===== src/rtl/pla_sweep_ctrl.sv =====
// pla_sweep_ctrl: exhaustive minterm sweep of a NIN-input logic cone, capturing its truth table
// Optional feature: define PLA_SWEEP_GOLDEN_EN to add golden_i compare and the mismatch outputs.
// Parameters:
//   NIN     cone input count (1..8), M = 2^NIN minterms
//   SETTLE  extra wait cycles per minterm before sampling (0..15)
// Ports:
//   clk, rst_n        rising-edge clock, asynchronous active-low reset
//   start             begin a sweep (accepted in IDLE or DONE)
//   abort             cancel a sweep in progress (wins over start)
//   y_i               cone output, sampled on the last cycle of each minterm
//   busy              sweep in progress
//   done              one-cycle pulse on entry to DONE
//   x_o               minterm currently driven onto the cone
//   truth_o           captured truth table, bit i = y for minterm i
//   onset_cnt         number of minterms with y=1
//   golden_i          expected truth table (golden build only)
//   mism_cnt          number of minterms where y != golden (golden build only)
//   first_mism_vld    at least one mismatch seen (golden build only)
//   first_mism_idx    lowest mismatching minterm (golden build only)
module pla_sweep_ctrl #(
    parameter int NIN    = 6,
    parameter int SETTLE = 0
) (
    input  logic                clk,
    input  logic                rst_n,
    input  logic                start,
    input  logic                abort,
    input  logic                y_i,
`ifdef PLA_SWEEP_GOLDEN_EN
    input  logic [(1<<NIN)-1:0] golden_i,
    output logic [NIN:0]        mism_cnt,
    output logic                first_mism_vld,
    output logic [NIN-1:0]      first_mism_idx,
`endif
    output logic                busy,
    output logic                done,
    output logic [NIN-1:0]      x_o,
    output logic [(1<<NIN)-1:0] truth_o,
    output logic [NIN:0]        onset_cnt
);
    localparam logic [3:0] SET = 4'(SETTLE);
    typedef enum logic [1:0] {IDLE, RUN, DONE} state_t;
    state_t                state_q, state_d;
    logic [NIN-1:0]        idx_q, idx_d;
    logic [3:0]            wt_q, wt_d;
    logic [(1<<NIN)-1:0]   truth_q, truth_d;
    logic [NIN:0]          onset_q, onset_d;
    logic                  done_q, done_d;
`ifdef PLA_SWEEP_GOLDEN_EN
    logic [NIN:0]          mism_q, mism_d;
    logic                  fvld_q, fvld_d;
    logic [NIN-1:0]        fidx_q, fidx_d;
`endif
    always_comb begin
        state_d = state_q;
        idx_d   = idx_q;
        wt_d    = wt_q;
        truth_d = truth_q;
        onset_d = onset_q;
        done_d  = 1'b0;
`ifdef PLA_SWEEP_GOLDEN_EN
        mism_d  = mism_q;
        fvld_d  = fvld_q;
        fidx_d  = fidx_q;
`endif
        case (state_q)
            IDLE, DONE: begin
                if (start && !abort) begin
                    state_d = RUN;
                    idx_d   = '0;
                    wt_d    = SET;
                    truth_d = '0;
                    onset_d = '0;
`ifdef PLA_SWEEP_GOLDEN_EN
                    mism_d  = '0;
                    fvld_d  = 1'b0;
                    fidx_d  = '0;
`endif
                end
            end
            RUN: begin
                if (abort) begin
                    // the minterm in flight is dropped, earlier results stay visible
                    state_d = IDLE;
                    idx_d   = '0;
                    wt_d    = '0;
                end else if (wt_q != 4'd0) begin
                    wt_d = wt_q - 4'd1;
                end else begin
                    truth_d[idx_q] = y_i;
                    onset_d        = onset_q + (NIN+1)'(y_i);
`ifdef PLA_SWEEP_GOLDEN_EN
                    if (y_i != golden_i[idx_q]) begin
                        mism_d = mism_q + (NIN+1)'(1);
                        if (!fvld_q) begin
                            fvld_d = 1'b1;
                            fidx_d = idx_q;
                        end
                    end
`endif
                    // leaving RUN at the last minterm is what keeps idx from wrapping
                    if (idx_q == {NIN{1'b1}}) begin
                        state_d = DONE;
                        idx_d   = '0;
                        done_d  = 1'b1;
                    end else begin
                        idx_d = idx_q + NIN'(1);
                        wt_d  = SET;
                    end
                end
            end
            default: state_d = IDLE;
        endcase
    end
    always_ff @(posedge clk or negedge rst_n) begin
        if (!rst_n) begin
            state_q <= IDLE;
            idx_q   <= '0;
            wt_q    <= '0;
            truth_q <= '0;
            onset_q <= '0;
            done_q  <= 1'b0;
`ifdef PLA_SWEEP_GOLDEN_EN
            mism_q  <= '0;
            fvld_q  <= 1'b0;
            fidx_q  <= '0;
`endif
        end else begin
            state_q <= state_d;
            idx_q   <= idx_d;
            wt_q    <= wt_d;
            truth_q <= truth_d;
            onset_q <= onset_d;
            done_q  <= done_d;
`ifdef PLA_SWEEP_GOLDEN_EN
            mism_q  <= mism_d;
            fvld_q  <= fvld_d;
            fidx_q  <= fidx_d;
`endif
        end
    end
    // idx is cleared whenever RUN is left, so the index register doubles as x_o
    assign x_o       = idx_q;
    assign busy      = (state_q == RUN);
    assign done      = done_q;
    assign truth_o   = truth_q;
    assign onset_cnt = onset_q;
`ifdef PLA_SWEEP_GOLDEN_EN
    assign mism_cnt       = mism_q;
    assign first_mism_vld = fvld_q;
    assign first_mism_idx = fidx_q;
`endif
endmodule


===== config.mk =====
export PLATFORM = sky130hd
export DESIGN_NAME = pla_sweep_ctrl
export DESIGN_NICKNAME = d
export VERILOG_FILES = /design/src/rtl/pla_sweep_ctrl.sv
export SDC_FILE = /design/constraint.sdc
export NUM_CORES = 1
export LEC_CHECK = 0
export BUFFER_PORTS_ARGS = -buffer_cell sky130_fd_sc_hd__buf_2
export CAP_MARGIN = 25
export CORE_MARGIN = 10
export CORE_UTILIZATION = 49
export CTS_CLUSTER_SIZE = 40
export DETAILED_ROUTE_END_ITERATION = 12
export GPL_TIMING_DRIVEN = 0
export PLACE_DENSITY_LB_ADDON = 0.3
export SKIP_CTS_REPAIR_TIMING = 1
export SYNTH_ARGS = -nofsm -noshare
export SYNTH_HDL_FRONTEND = slang
export SYNTH_SLANG_ARGS = --single-unit

===== constraint.sdc =====
create_clock -name clk -period 1.9 [get_ports clk]
set_clock_uncertainty 0.2 [all_clocks]
set_input_delay 0.285 -clock clk [delete_from_list [all_inputs] [get_ports clk]]
set_output_delay 0.285 -clock clk [all_outputs]
set_load 0.05 [all_outputs]

# ---- After elaboration in Yosys (flattened, before gate mapping)
# Index checks and enable logic that the tools add are counted.
dict set report word_totals {
  register_bits 84
  in_bits 5
  out_inout_bits 79
  word_cells 61
}
dict set report classes {
  add_sub_neg 3
  n_lt_le_gt_ge 2
  eq_ne 9
  n_mux 30
  n_reduce_logical 11
}
# cell count
set op_table {}
lappend op_table {{$mux W64} 3}
lappend op_table {{$pmux W64 S2} 1}
lappend op_table {{$bwmux W64} 1}
lappend op_table {{$mux W6} 4}
lappend op_table {{$mux W7} 3}
lappend op_table {{$mux W4} 4}
lappend op_table {{$pmux W7 S2} 1}
lappend op_table {{$pmux W6 S2} 1}
lappend op_table {{$reduce_and A3 Y1} 3}
lappend op_table {{$mux W2} 4}
lappend op_table {{$pmux W4 S2} 1}
lappend op_table {{$add A7 B1 Y7} 1}
lappend op_table {{$lt A6 B7 Y1 const B} 1}
lappend op_table {{$add A6 B1 Y6 const B} 1}
lappend op_table {{$demux W1 S6} 1}
lappend op_table {{$eq A6 B6 Y1 const B} 1}
lappend op_table {{$ge A6 B1 Y1 const B} 1}
lappend op_table {{$ne A2 B2 Y1 const B} 3}
lappend op_table {{$mux W1} 5}
lappend op_table {{$ne A4 B4 Y1 const B} 1}
lappend op_table {{$pmux W2 S2} 1}
lappend op_table {{$reduce_and A4 Y1} 1}
lappend op_table {{$reduce_bool A4 Y1} 1}
lappend op_table {{$sub A4 B1 Y4 const B} 1}
lappend op_table {{9 further kinds} 10}

# ---- Logic depth before layout (Yosys ltp)
# Gate-level depths: netlist (run 1).
dict set report logic_depth {
  word_depth 8
  depth_mapped 8
  mapped_depth_nobuf 6
}

# ---- Worst setup path after synthesis (run 1)
# OpenSTA, ideal clock, no wires.
dict set report synth_path {
  kind {register to register}
  from {reg state_q[1]}
  to {reg truth_q[62], in the netlist truth_o[62]}
  setup_time_ns 0.096
  arrival_time_ns 2.076
  t_required_ns 1.604
  setup_slack_ns -0.472
  path_stages_with_launch 5
  path_buffers 1
  period_less_slack_ns 2.372
  cell_sequence {dfrtp_1 nor2b_1 nand2_1 clkbuf_1 o31ai_1}
}
dict set report synth_between {
  elab_cells_between_ends 10
  cone_classes {eq/ne: 5; mux: 1; reduce/logical: 4}
}
# element line
set synth_rtl {}
lappend synth_rtl {{start: declaration} 43} ;# state_t state_q, state_d;
lappend synth_rtl {{start signal: assignment} 129} ;# state_q <= state_d;
lappend synth_rtl {{$eq A2 B1 Y1 (*)} --}
lappend synth_rtl {{net busy} 35} ;# output logic busy,
lappend synth_rtl {{$ne A2 B2 Y1 (no line) / $reduce_bool A2 Y1 (equally long branches)} --}
lappend synth_rtl {{$reduce_and A4 Y1 (no line)} --}
lappend synth_rtl {{end signal: assignment} 132} ;# truth_q <= truth_d;
lappend synth_rtl {{end: declaration} 46} ;# logic [(1<<NIN)-1:0] truth_q, truth_d;
# Mark *: on every way through the listed nets, which the timed path passes. The rest lies on a longest branch.
# A chain may end at the register's enable or synchronous reset.

# ---- Final worst setup path (run 1)
dict set report layout_path {
  from {reg wt_q[0]}
  to {reg truth_q[10], in the netlist truth_o[10]}
}
dict set report layout_between {
  elab_chain_len 3
}
# element line
set layout_lines {}
lappend layout_lines {{start: declaration} 45} ;# logic [3:0] wt_q, wt_d;
lappend layout_lines {{start signal: assignment} 131} ;# wt_q <= wt_d;
lappend layout_lines {{$reduce_bool A4 Y1} 87} ;# end else if (wt_q != 4'd0) begin
lappend layout_lines {{$ne A2 B2 Y1 (no line)} --}
lappend layout_lines {{$reduce_and A4 Y1 (no line)} --}
# No other way between the ends.

==> results of run 1 <==
==> area by class of cell <==
cell class / instances / area (sq um)
multi-input combinational: 234 / 1860
fill: 571 / 2470
clock inverter: 5 / 58.8
sequential: 84 / 2110
clock buffer: 11 / 141
tap: 102 / 128
inverter: 4 / 15.0
buffer: 40 / 329
timing repair buffer: 116 / 731
==> through the flow <==
step	hold slack, ns	setup WS (ns)	total power [mW]	utilization
after floorplan	-0.211	-0.0886	3.20	-
after detailed placement	-0.0222	-0.454	3.64	0.595
after global routing	0.0204	-0.316	5.70	0.685
after CTS	-0.404	-0.471	4.91	0.620
after global placement	0.282	-0.476	3.59	0.591
final	0.0256	-0.194	5.48	0.685
==> worst register-to-register path: cells and delay by family, from the launching register on <==
| family | cells | cell delay, ns |
|---|---|---|
| compound gates | 1 | 0.19 |
| fa+ha+maj | 1 | 0.12 |
| buf+inv | 4 | 0.63 |
| flops | 1 | 0.42 |
| simple gates | 2 | 0.43 |
==> final timing paths <==
check	endpoint	slack, ns	cells after the start	from
setup / recovery	truth_o[10]	-0.19	8	wt_q[0]
hold / removal	truth_o[63]	0.03	2	y_i
setup reg to reg	truth_o[10]	-0.19	8	wt_q[0]
hold reg to reg	truth_o[55]	0.33	2	truth_o[55]
max in group asynchronous	x_o[3]	0.75	3	rst_n
min in group asynchronous	truth_o[22]	0.14	2	rst_n
==> where the power goes <==
group	total, mW	internal [mW]	switching, mW
Sequential	2.00	1.89	0.115
Clock	1.29	0.646	0.646
Combinational	2.19	0.800	1.39
Total	5.48	3.33	2.15
==> flip-flops by register name, indices dropped and copies added, names as in the netlist <==
signal     flops
wt_q           4
onset_cnt      7
state_q        2
done           1
truth_o       64
x_o            6
==> cell families (layout without fill, tap and decap cells) <==
| group | after synthesis | after routing | share of synthesized area |
|---|---|---|---|
| flip-flops | 84 | 84 | 0.526 |
| AND/OR/NAND/NOR | 73 | 73 | 0.118 |
| adder cells (fa/ha/maj) | 5 | 5 | 0.0157 |
| XOR/XNOR | 7 | 7 | 0.0153 |
| buffers and inverters | 46 | 176 | 0.0495 |
| multiplexers | 1 | 1 | 0.00250 |
| AO/OA/AOI/OAI | 148 | 148 | 0.273 |
==> cells in the mapped netlist, drive strengths merged, types with 6 or more instances <==
library cell,instances
clkbuf,25
o211ai,62
o31ai,62
nand4,10
buf,17
dfrtp,84
nor2,13
nor3,6
o21ai,9
nand3,7
nand2,16
==> metal layers <==
| metal | vias to the layer above | share of wire | track usage |
|---|---|---|---|
| li1 | 1664 | - | - |
| met1 | 1847 | 0.40 | 0.254 |
| met2 | 192 | 0.48 | 0.296 |
| met3 | 28 | 0.093 | 0.0470 |
| met4 | 0 | 0.023 | 0.0752 |
| met5 | - | 0 | 0 |
==> results.cfg, run 1 <==
[clocking]
clkSinkCount = 84
cts.clk_slew.worst_paths_ns = 0.08
insertion_delay_ns = 0.35
htreeDepth = 3
numCtsBuffers = 9
cts_tree = done
cts_buffer_depth = 2
cts_root_buf = clkbuf_8

[global_route]
grt_pass1_wl_mm = 18.2
grt_usage = 0.192
overflow = 0
grt_start_max_net_pins = 68
antenna_found_initial = 0
grt_pass1_vias = 3421

[yosys]
synth_top_area_frac = 0.526
synth_largest_area_cell = dfrtp_1
synth_area_sq_um = 4000
synthFlopType = dfrtp_1
synth_edf_count = 0
yosysSeqAreaShare = 0.526
synth-async-reset-ratio = 1.00
ys_top_cells_by_area = dfrtp_1 53%, o211ai_1 12%, o31ai_1 12%
yosys_warnings = 0
synth.distinct_cells = 45
synthCells = 364
ys_ff_latch = 84
syn_area_per_cell_sq_um = 11.0
syn-num-nets = 374

[power_and_ir_drop]
p_leak_nw = 2.55
powerDensity_nw_per_um2 = 1020
vdd_drop_max_v = 0.000707

[finish]
diodes = 0
layout_common_cells = 87 x buf_2, 76 x dfrtp_1, 62 x o211ai_1
fin_cells = 596
final_area_sq_um = 5370
nets = 499
final_common_cell = buf_2
layout-drive-gt1-share = 0.419
syn_to_final_growth_pct = 34.4

[floorplan]
num_rows = 32
dieArea_sq_um = 12200
coreArea_sq_um = 7850
io_pins = 84
die_y_um = 110
initial_core_util = 0.509
fp.dieW_um = 110

[routing]
firstDrtPassIters = 5
drt-wirelength-per-cell_um = 21.4
drt_wl_total_mm = 12.7
detail-route-antenna-nets = 0
drc_errors = 0
vias = 3731
drt_iter0_drc = 350
avgViaCountPerCell = 6.26

[sta]
fmax_mhz = 478
worstMarginPinSlew_ns = 0.626
report.final.slew_viol_count = 0
hold_viol = 0
setup_ws_ns = -0.194
fin_crit_sh = 1.10
rsz0062_at_grt = yes
setup_tns_ns = -5.72
setup_viol = 69
relSlewSlack = 0.583
min_period_ns = 2.09

[worst_setup_path]
cp_top_family = buffers and inverters
worst_setup_path_end_kind = flop
cp-start-kind = flop
crit_path_top_delay_cell = dfrtp_1
crit_top_cell = buf_6
crit_arrival_ns = 2.15
crit_path_max_incr_delay_ns = 0.42
cp_max_fo = 9
crit_required_ns = 1.96
path_buf_inv = 4
crit_chain = inv_2 > ha_4 > nor3b_4 > buf_6 > nand4_1 > buf_6 > buf_4 > o31ai_1
critical_path_class = flop to flop

[run_status]
status = complete, but fails checks
violations = setup timing

[place]
place.detailed.hpwl_mm = 8.38
placed_area_sq_um = 4670
dp_cells = 550
io_buffers = 83
globalplace.congestion = 0.851

[flow_run]
drv_cap = 0

[worst_hold_path]
hold_class = input port to flop
(Power assumes the default switching activity.)
==> inputs of run 2 (changes only) <==
--- a/config.mk
+++ b/config.mk
@@ -5,12 +5,12 @@
 export SDC_FILE = /design/constraint.sdc
 export NUM_CORES = 1
 export LEC_CHECK = 0
-export BUFFER_PORTS_ARGS = -buffer_cell sky130_fd_sc_hd__buf_2
 export CAP_MARGIN = 25
 export CORE_MARGIN = 10
-export CORE_UTILIZATION = 49
+export CORE_UTILIZATION = 55
 export CTS_CLUSTER_SIZE = 40
 export DETAILED_ROUTE_END_ITERATION = 12
+export DONT_BUFFER_PORTS = 1
 export GPL_TIMING_DRIVEN = 0
 export PLACE_DENSITY_LB_ADDON = 0.3
 export SKIP_CTS_REPAIR_TIMING = 1
==> constraint.sdc (replaced) <==
create_clock -name clk -period 1.9 [get_ports clk]
set_clock_uncertainty 0.2 [all_clocks]
set_input_delay 0.285 -clock clk [delete_from_list [all_inputs] [get_ports clk]]
set_output_delay 0.285 -clock clk [all_outputs]
set_load 0.02 [all_outputs]
==> run 2 against run 1 <==
The flow finishes with violations (hold timing, setup timing). Sequential power up 3%. Final cell count decreased by 14%. Clock-buffer cell count shrank 2. Global-route usage up 1.9 points. Routed wire length is 5.7% higher. Combinational power about the same. Final area fell by 4.7%. Total power up 1.9%. Critical path depth increased by 1. Clock power increased by 5%. Sequential share of layout area rose by 1.9 points. Worst hold slack got worse by 0.62 ns. Critical endpoint is now truth_o[44]. Largest cell class unchanged. Highest routed layer unchanged.
==> results.cfg, run 2 (same netlist as run 1, synthesis figures left out) <==
[run_status]
status = complete, but fails checks
violations = hold timing, setup timing

[clocking]
cts_buffer_depth = 2
cts.clk_slew.worst_paths_ns = 0.10
cts_root_buf = clkbuf_8
numCtsBuffers = 9
cts_tree = done
clkSinkCount = 84
htreeDepth = 3
insertion_delay_ns = 0.36

[worst_setup_path]
cp_max_fo = 8
crit_arrival_ns = 2.24
r2r_start = wt_q[1]
worst_setup_path_end_kind = flop
crit_required_ns = 1.94
ff2ff_path_depth = 9
regToRegSetupSlack_ns = -0.31
cp-start-kind = flop
critical_path_class = flop to flop
reg2reg_to = truth_o[44]

[floorplan]
dieArea_sq_um = 11100
initial_core_util = 0.557
coreArea_sq_um = 7180
die_y_um = 105
io_pins = 84
fp.dieW_um = 105
num_rows = 31

[finish]
fin_cells = 513
syn_to_final_growth_pct = 28.1
final_common_cell = dfrtp_1
layout_common_cells = 78 x dfrtp_1, 62 x o211ai_1, 46 x o31ai_1
largest_reg_flops = 64
final_area_sq_um = 5120
layout-drive-gt1-share = 0.348
nets = 419
diodes = 0
regArea_sq_um = 2110
multi_input_area_sq_um = 1970
fillers = 477

[global_route]
grt_pass1_wl_mm = 18.7
overflow = 0
top_usage_layer = met2
grt_usage = 0.211
use_met2 = 0.322
grt_start_max_net_pins = 85
grt_pass1_vias = 3142
antenna_found_initial = 0
met3_usage = 0.0987
use_met1 = 0.261

[routing]
drt_wl_total_mm = 13.5
firstDrtPassIters = 5
avgViaCountPerCell = 6.95
vias = 3564
drt_iter0_drc = 291
detail-route-antenna-nets = 0
drt-wirelength-per-cell_um = 26.3
drc_errors = 0

[power_and_ir_drop]
p_leak_nw = 2.16
vdd_drop_max_v = 0.000644
powerDensity_nw_per_um2 = 1090

[worst_hold_path]
hold_class = input port to async pin

[place]
globalplace.congestion = 0.841
place.detailed.hpwl_mm = 8.08
placed_area_sq_um = 4230
io_buffers = 0
dp_cells = 463

[sta]
rsz0062_at_grt = yes
hold_viol = 88
setup_ws_ns = -0.305
setup_viol = 67
fmax_mhz = 454
worstMarginPinSlew_ns = 0.617
relSlewSlack = 0.587
report.final.slew_viol_count = 0
fin_crit_sh = 1.16
min_period_ns = 2.21
hold_ws_ns = -0.594

[flow_run]
drv_cap = 0
-- run 2: cell types whose count changed in the layout (fill, tap and decap cells not counted), moves of 3 or more --
cell and delta:
o31ai_2 +4, buf_2 -83, buf_8 +4, clkbuf_8 -4
o21ai_0 -3, o31ai_1 -5
-- run 2: power by group --
part	total, mW	switching, mW	internal (mW)
Clock	1.35	0.720	0.626
Combinational	2.17	1.30	0.870
Sequential	2.07	0.189	1.89
Total	5.59	2.21	3.38
-- run 2: how the worst max path moves through the flow --
stage	start	endpoint	slack, ns	depth (start not counted)
after floorplan	wt_q[0]	truth_o[7]	-0.09	7
after global placement	state_q[0]	truth_o[56]	-0.58	4
after detailed placement	state_q[0]	truth_o[32]	-0.63	4
after CTS	state_q[0]	truth_o[32]	-0.65	4
after global routing	wt_q[0]	truth_o[44]	-0.40	9
final	wt_q[1]	truth_o[44]	-0.31	9
-- run 2: per-stage QoR --
stage	utilization	setup TNS [ns]	setup slack [ns]	hold WS [ns]	power [mW]
after floorplan	-	-3.61	-0.0886	-0.211	3.09
after global placement	0.589	-31.76	-0.584	-0.206	3.42
after detailed placement	0.589	-32.95	-0.632	-0.207	3.47
after CTS	0.617	-35.32	-0.649	-0.600	4.78
after global routing	0.713	-15.45	-0.400	-0.611	5.81
final	0.713	-8.31	-0.305	-0.594	5.59
-- run 2: metal layers --
metal / vias to the layer above / routed length, um
met5: - / 0
met4: 0 / 267
met3: 28 / 1740
met2: 238 / 6540
met1: 1789 / 4930
li1: 1509 / -
-- run 2: worst max-delay path: stages, from the launching register on --
cell	delay, ns
dfrtp_1	0.41
inv_2	0.10
ha_4	0.13
nor3b_4	0.27
buf_6	0.17
buf_4	0.12
nand4_4	0.16
buf_6	0.16
o211ai_1	0.22
o31ai_1	0.14
-- run 2: area by class of cell --
| cell class | instances | area share |
|---|---|---|
| plain buffers | 40 | 0.0692 |
| well taps | 99 | 0.0242 |
| multi-input cells | 234 | 0.385 |
| repair buffers | 36 | 0.0662 |
| inverters | 4 | 0.00367 |
| flip-flops and latches | 84 | 0.412 |
| clock buffers | 9 | 0.0242 |
| clock inverters | 7 | 0.0156 |
